File: src/rtl/memory_controller.sv
`timescale 1ns/1ps
// memory_controller: byte-serial RAM sequencer shared by instruction fetch and load/store.
// Optional MEMCTRL_IO_STALL_EN holds store bytes aimed at the UART window while its buffer is full.
module memory_controller #(
  parameter int unsigned ADDR_WIDTH = 32
) (
  input  logic                  clockIn,
  input  logic                  resetIn,
  input  logic                  readyIn,
  input  logic                  clearIn,
  input  logic                  ifFlag,
  input  logic [ADDR_WIDTH-1:0] ifAddr,
  output logic [31:0]           ifData,
  output logic                  ifOkFlag,
  input  logic                  lsbFlag,
  input  logic [2:0]            lsbOp,
  input  logic [ADDR_WIDTH-1:0] lsbAddr,
  input  logic [31:0]           lsbDataIn,
  output logic [31:0]           lsbDataOut,
  output logic                  lsbOkFlag,
  input  logic [7:0]            memIn,
  output logic [7:0]            memOut,
  output logic [ADDR_WIDTH-1:0] memAddr,
  output logic                  memWr,
  input  logic                  ioBufferFull
);
  localparam int unsigned CNT_WIDTH = 3;

  typedef enum logic [1:0] {IDLE, FETCH, LOAD, STORE} state_t;

  state_t                state, stateNext;
  logic [CNT_WIDTH-1:0]  cnt, cntNext, len, lenNext;
  logic [ADDR_WIDTH-1:0] addrNext;
  logic [31:0]           storeData, storeDataNext, buffer, bufferNext, bufMerged;
  logic [31:0]           ifDataNext, lsbDataNext;
  logic [7:0]            memOutNext;
  logic                  captured, capturedNext, ifOkNext, lsbOkNext;
  logic                  capturing, ioStall, writeFire;
  logic [1:0]            slot, nextSlot;

`ifdef MEMCTRL_IO_STALL_EN
  assign ioStall = (memAddr[17:16] == 2'b11) && ioBufferFull;
`else
  logic unusedIoBufferFull;
  assign unusedIoBufferFull = ioBufferFull;
  assign ioStall = 1'b0;
`endif

  // A write only leaves the block on an enabled, unstalled store cycle
  assign writeFire = (state == STORE) && readyIn && !ioStall;
  assign memWr     = writeFire;

  assign slot     = 2'(cnt - 3'd1);
  assign nextSlot = 2'(cnt + 3'd1);

  // memIn carries byte cnt-1; a stall grabs it once so the re-presented byte is not taken twice
  assign capturing = ((state == FETCH) || (state == LOAD)) && (cnt != '0) && !captured;

  always_comb begin
    bufMerged = buffer;
    if (capturing) bufMerged[{slot, 3'b000} +: 8] = memIn;
  end

  always_comb begin
    stateNext     = state;
    cntNext       = cnt;
    lenNext       = len;
    addrNext      = memAddr;
    storeDataNext = storeData;
    bufferNext    = buffer;
    capturedNext  = captured;
    memOutNext    = memOut;
    ifOkNext      = 1'b0;
    lsbOkNext     = 1'b0;
    ifDataNext    = ifData;
    lsbDataNext   = lsbDataOut;
    case (state)
      IDLE: begin
        if (readyIn && !clearIn && !ifOkFlag && !lsbOkFlag && (lsbFlag || ifFlag)) begin
          cntNext      = '0;
          bufferNext   = '0;
          capturedNext = 1'b0;
          if (lsbFlag) begin
            stateNext     = lsbOp[2] ? STORE : LOAD;
            lenNext       = (lsbOp[1:0] == 2'b00) ? 3'd1 : (lsbOp[1:0] == 2'b01) ? 3'd2 : 3'd4;
            addrNext      = lsbAddr;
            storeDataNext = lsbDataIn;
            memOutNext    = lsbOp[2] ? lsbDataIn[7:0] : 8'd0;
          end else begin
            stateNext = FETCH;
            lenNext   = 3'd4;
            addrNext  = ifAddr;
          end
        end
      end
      FETCH, LOAD: begin
        bufferNext = bufMerged;
        if (!readyIn) begin
          capturedNext = captured | capturing;
        end else if (clearIn) begin
          stateNext = IDLE;
          cntNext   = '0;
          addrNext  = '0;
        end else if (cnt == len) begin
          stateNext = IDLE;
          cntNext   = '0;
          addrNext  = '0;
          if (state == FETCH) begin
            ifOkNext   = 1'b1;
            ifDataNext = bufMerged;
          end else begin
            lsbOkNext   = 1'b1;
            lsbDataNext = bufMerged;
          end
        end else begin
          cntNext      = cnt + 3'd1;
          capturedNext = 1'b0;
          if (3'(cnt + 3'd1) < len) addrNext = memAddr + ADDR_WIDTH'(1);
        end
      end
      STORE: begin
        if (writeFire) begin
          if (cnt == 3'(len - 3'd1)) begin
            stateNext  = IDLE;
            cntNext    = '0;
            addrNext   = '0;
            memOutNext = '0;
            lsbOkNext  = 1'b1;
          end else begin
            cntNext    = cnt + 3'd1;
            addrNext   = memAddr + ADDR_WIDTH'(1);
            memOutNext = storeData[{nextSlot, 3'b000} +: 8];
          end
        end
      end
      default: stateNext = IDLE;
    endcase
  end

  always_ff @(posedge clockIn or posedge resetIn) begin
    if (resetIn) begin
      state      <= IDLE;
      cnt        <= '0;
      len        <= '0;
      memAddr    <= '0;
      storeData  <= '0;
      buffer     <= '0;
      captured   <= 1'b0;
      memOut     <= '0;
      ifOkFlag   <= 1'b0;
      lsbOkFlag  <= 1'b0;
      ifData     <= '0;
      lsbDataOut <= '0;
    end else begin
      state      <= stateNext;
      cnt        <= cntNext;
      len        <= lenNext;
      memAddr    <= addrNext;
      storeData  <= storeDataNext;
      buffer     <= bufferNext;
      captured   <= capturedNext;
      memOut     <= memOutNext;
      ifOkFlag   <= ifOkNext;
      lsbOkFlag  <= lsbOkNext;
      ifData     <= ifDataNext;
      lsbDataOut <= lsbDataNext;
    end
  end
endmodule

File: config.mk
export PLATFORM = sky130hd
export DESIGN_NAME = memory_controller
export DESIGN_NICKNAME = d
export VERILOG_FILES = /design/src/rtl/memory_controller.sv
export SDC_FILE = /design/constraint.sdc
export NUM_CORES = 1
export LEC_CHECK = 0
export BUFFER_PORTS_ARGS = -buffer_cell sky130_fd_sc_hd__buf_2
export CAP_MARGIN = 20
export CORE_MARGIN = 2
export CORE_UTILIZATION = 40
export CTS_CLUSTER_DIAMETER = 120
export DETAILED_ROUTE_END_ITERATION = 12
export GPL_TIMING_DRIVEN = 0
export PLACE_DENSITY_LB_ADDON = 0.1
export SLEW_MARGIN = 10
export SYNTH_ARGS = -nofsm -noshare
export SYNTH_HDL_FRONTEND = slang
export SYNTH_SLANG_ARGS = --single-unit
File: constraint.sdc
create_clock -name clockIn -period 18.3 [get_ports clockIn]
set_clock_uncertainty 0.2 [all_clocks]
set_input_delay 3.66 -clock clockIn [delete_from_list [all_inputs] [get_ports clockIn]]
set_output_delay 3.66 -clock clockIn [all_outputs]
set_load 0.02 [all_outputs]
* Yosys cells after proc, flatten, opt, wreduce, memory -nomap -nowiden
Cells that the tools add are included.
W data, S select, Z words.
** Word-level totals
- Flip-flop bits (word level) :: 179
** Operators by class
- $add $sub $neg :: 5
- $lt $le $gt $ge :: 1
- Equality and inequality tests :: 15
- Shift operators :: 3
- Multiplexer cells :: 55
- Bitwise logic cells :: 3
- Reductions and logical operators :: 29
** Operators with widths (number)
- $mux W32 :: 10
- $pmux W32 S3 :: 1
- $pmux W32 S2 :: 1
- $mux W8 :: 5
- $add A32 B1 Y32 const B :: 1
- $bwmux W32 :: 1
- $shift A8 B7 Y32 const A :: 1
- $shiftx A32 B6 Y8 :: 1
- $shiftx A8 B7 Y32 :: 1
- $mux W3 :: 9
- $mux W1 :: 16
- $pmux W8 S2 :: 1
- $reduce_and A5 Y1 :: 3
- $mux W2 :: 7
- $reduce_and A4 Y1 :: 3
- $ne A3 B3 Y1 const B :: 3
- $pmux W3 S3 :: 1
- $ne A2 B2 Y1 const B :: 4
- $logic_and A1 B1 Y1 :: 7
- $neg A5 Y7 :: 1
- $eq A3 B3 Y1 :: 2
- $pmux W2 S3 :: 1
- $reduce_and A3 Y1 :: 2
- $eq A2 B1 Y1 const B :: 2
- 17 further kinds :: 27

* Logic depth before layout (Yosys ltp)
- Word-level depth :: 7
- Gate-level depth with buffers :: 9
- Depth with buffers taken out :: 8

* Worst setup path after synthesis
No wires, ideal clock.
- Path kind :: input to output
- From :: input port readyIn
- To :: output port memWr
- Data arrival time :: 3891 ps
- Required time :: 14440 ps
- Slack :: 10549 ps
- Stages on the path :: 1
- Path buffers :: 0
- Cells stage by stage :: and2_1
** Between the ends
- Cells in the longest elaborated chain, start to end :: 1
** Ends and longest elaborated chain
- start: declaration :: line 9 : input logic readyIn,
- $logic_and A1 B1 Y1 :: line 50 : assign writeFire = (state == STORE) && readyIn && !ioStall;
- end: declaration :: line 24 : output logic memWr,
Every way passes these cells.

* Worst setup path in the final report
Same ends and word-level chain as after synthesis.

==> flow_summary.yaml <==
run_status:
  status: "complete, no violations"
route:
  drt_iter0_markers: 503
  via_count: 7577
  wirelength_um: 26120
  drtAntennaViolNets: 0
  routed_via_density: 5.511
  first_pass_iters: 7
  drc: 0
  wl_per_cell_um: 19.00
clocking:
  cts_max_path_buffers: 2
  cts_resized: 0
  cts_sinks: 179
  numCtsBuffers: 17
  post_cts_buffers: 0
  clkSlewWorstSetupHoldPaths_ns: 0.07
  insertion_delay_ns: 0.43
  root_buffer: "clkbuf_16"
  postCtsHoldBufs: 0
  htreeDepth: 4
  cts_tree: "built"
synthesis:
  synth_area_um2: 8825
  synth-seq-cells: 179
  syn_nets: 969
  synth.distinct_cells: 61
  syn_inst: 840
  synth-edff-count: 0
  yosys_warnings: 0
  avgSynthCellArea_um2: 10.51
  synth-main-ff-cell: "dfrtp_1"
  async_flop_share_pct: 100.0
  ys_seq_area_share_pct: 50.76
timing:
  rsz0062_at_grt: "no"
  hold-worst-slack_ns: 0.2739
  final.setup.tns_ns: 0
  period_minus_slack_ns: 8.051
  setup_viol: 0
  min_period_over_period_pct: 44.00
  max_clock_freq_mhz: 124.2
  slew_headroom_pct: 28.68
  finalHoldViolations: 0
  slew_violations: 0
  tightest_slew_ns: 1.068
worst_setup_path:
  critical-path-top-delay-family: "buffers and inverters"
  cp_max_fo: 8
  cpPeakStageDelay_ns: 0.19
  crit_chain: "buf_2 > and2_1 > buf_2"
  startpoint_type: "primary input"
  path_class: "in -> out"
  cp_data_required_time_ns: 14.44
  crit_buf_inv: 2
  crit_top_cell: "buf_2"
  slowest_stage: "buf_2"
  worstPathArrival_ns: 4.19
  endpoint_kind: "output pin"
grt:
  grt_pass1_vias: 7714
  grt_pass1_wl_um: 42530
  overflow: 0
  grt.total_usage_pct: 22.72
  grt_antenna_before_repair: 1
  grt_max_degree: 105
place:
  io_buffers: 218
  dpl-instance-area_um2: 10320
  place.gp.congestion: 0.8267
  hpwl_um: 18610
floorplanning:
  rows: 54
  die_area_um2: 23270
  die_x_um: 152.5
  ios: 221
  start_util_pct: 40.56
  core_area_um2: 21760
  die_height_um: 152.5
cells_and_area:
  design_area_um2: 10920
  fin_util_pct: 50.18
  nNetsFinal: 1211
  areaGrowthSynthToFinish_pct: 23.72
  drive_gt1_share_pct: 30.16
pwr:
  leakage_nw: 5.299
  powerDensity_nw_per_um2: 135.7
  power.total_mw: 1.482
  ir_drop_mv: 0.06304
run:
  cap_viol_max_count: 0
hold_path:
  min_path_type: "reg -> reg"
## flip-flops by register name (all words and copies together) (netlist names)
| signal | cells |
|---|---|
| ifOkFlag | 1 |
| len | 3 |
| buffer | 32 |
| memAddr | 32 |
| lsbOkFlag | 1 |
| ifData | 32 |
| storeData | 32 |
| memOut | 8 |
| cnt | 3 |
| captured | 1 |
| state | 2 |
| lsbDataOut | 32 |
## final timing paths
path                          startpoint            end  slack (ns)  cells past startpoint
min in group asynchronous        resetIn     ifData[28]        3.11                      2
hold reg to reg            lsbDataOut[4]  lsbDataOut[4]        0.27                      2
max in group asynchronous        resetIn         len[0]       13.92                      3
hold / removal             lsbDataOut[4]  lsbDataOut[4]        0.27                      2
setup reg to reg                  cnt[0]     buffer[19]       14.88                      7
setup / recovery                 readyIn          memWr       10.25                      3
## where the power goes
| group | internal (mW) | total (mW) | switching (mW) |
|---|---|---|---|
| combinational | 0.221 | 0.556 | 0.335 |
| clock | 0.208 | 0.373 | 0.166 |
| sequential | 0.477 | 0.552 | 0.0753 |
| total | 0.906 | 1.48 | 0.576 |
## through the flow
| stage | std cells | worst slack [ns] |
|---|---|---|
| floorplan | 840 | 9.581 |
| global placement | 1338 | 7.177 |
| detailed placement | 1341 | 10.25 |
| CTS | 1372 | 10.25 |
| global route | 1375 | 10.21 |
| finish | 1375 | 10.25 |
## kinds of logic after synthesis
group	after synthesis	share of synthesized area [%]
AOI/OAI and AO/OA	269	20.45
and+or+nand+nor	228	12.60
DFF	179	50.76
buffers and inverters	72	3.431
muxes	72	9.982
adders and majority gates	15	2.127
xor gates and xnor gates	5	0.6521
## final cells by class
type	count	area, um2
antenna	1	2.502
multi-input combinational	589	4043
tap	280	350.3
clock buffer	19	442.9
timing repair buffer	223	1145
buffer	46	205.2
clock inverter	12	145.1
fill	2128	10840
inverter	26	105.1
sequential	179	4479
## placed cells by master (no fill, tap or decap), drive strengths merged, types with 3 or more instances in the layout
cell type | netlist | routed
o31ai | 4 | 4
ha | 15 | 15
nor3 | 8 | 8
xor2 | 4 | 4
nand2 | 111 | 111
o31a | 8 | 8
mux2i | 16 | 16
o32ai | 6 | 6
clkbuf | 29 | 49
inv | 25 | 30
mux2 | 48 | 48
o22ai | 14 | 14
mux4 | 8 | 8
and3 | 31 | 31
a21oi | 50 | 50
a22oi | 16 | 16
dfrtp | 179 | 179
a21o | 14 | 14
o41ai | 7 | 7
clkinv | 1 | 5
nor2 | 23 | 23
nor4bb | 3 | 3
a22o | 48 | 48
buf | 17 | 238
o32a | 4 | 4
nand4 | 13 | 13
o21ai | 82 | 82
nor4 | 3 | 3
or3 | 5 | 5
nand3 | 15 | 15
nor2b | 4 | 4
## synthesized netlist by cell type, types with 8 or more instances
cell type,n,area [um2]
o21ai_0,81,405.4
nand4_1,12,75.07
a22oi_1,16,120.1
nor2_1,23,86.33
ha_1,15,187.7
buf_2,8,40.04
inv_1,25,93.84
clkbuf_1,29,108.9
mux4_2,8,180.2
mux2_2,48,540.5
a21o_1,14,105.1
dfrtp_1,179,4479
and3_1,31,193.9
nand2_1,111,416.7
o22ai_1,13,81.33
mux2i_1,16,160.2
nor3_1,8,40.04
nand3_1,15,75.07
o31a_1,8,70.07
a22o_1,48,420.4
a21oi_1,49,245.2
## worst register-to-register path, cell delays in order, from the launching register on
cell	delay, ns
dfrtp_1	0.55
inv_1	0.15
ha_1	0.39
buf_1	0.38
nor3_1	0.91
nand2_1	0.11
nor2_1	0.43
a22o_1	0.24
## layer usage
metal | vias up | wire (um) | track usage [%]
met5 | - | 0 | 0
met4 | 0 | 494 | 7.231
met3 | 30 | 1313 | 3.754
met2 | 232 | 12430 | 37.26
met1 | 3722 | 11880 | 31.03
li1 | 3593 | - | -
Note: power is estimated with default switching activity, not from simulation.
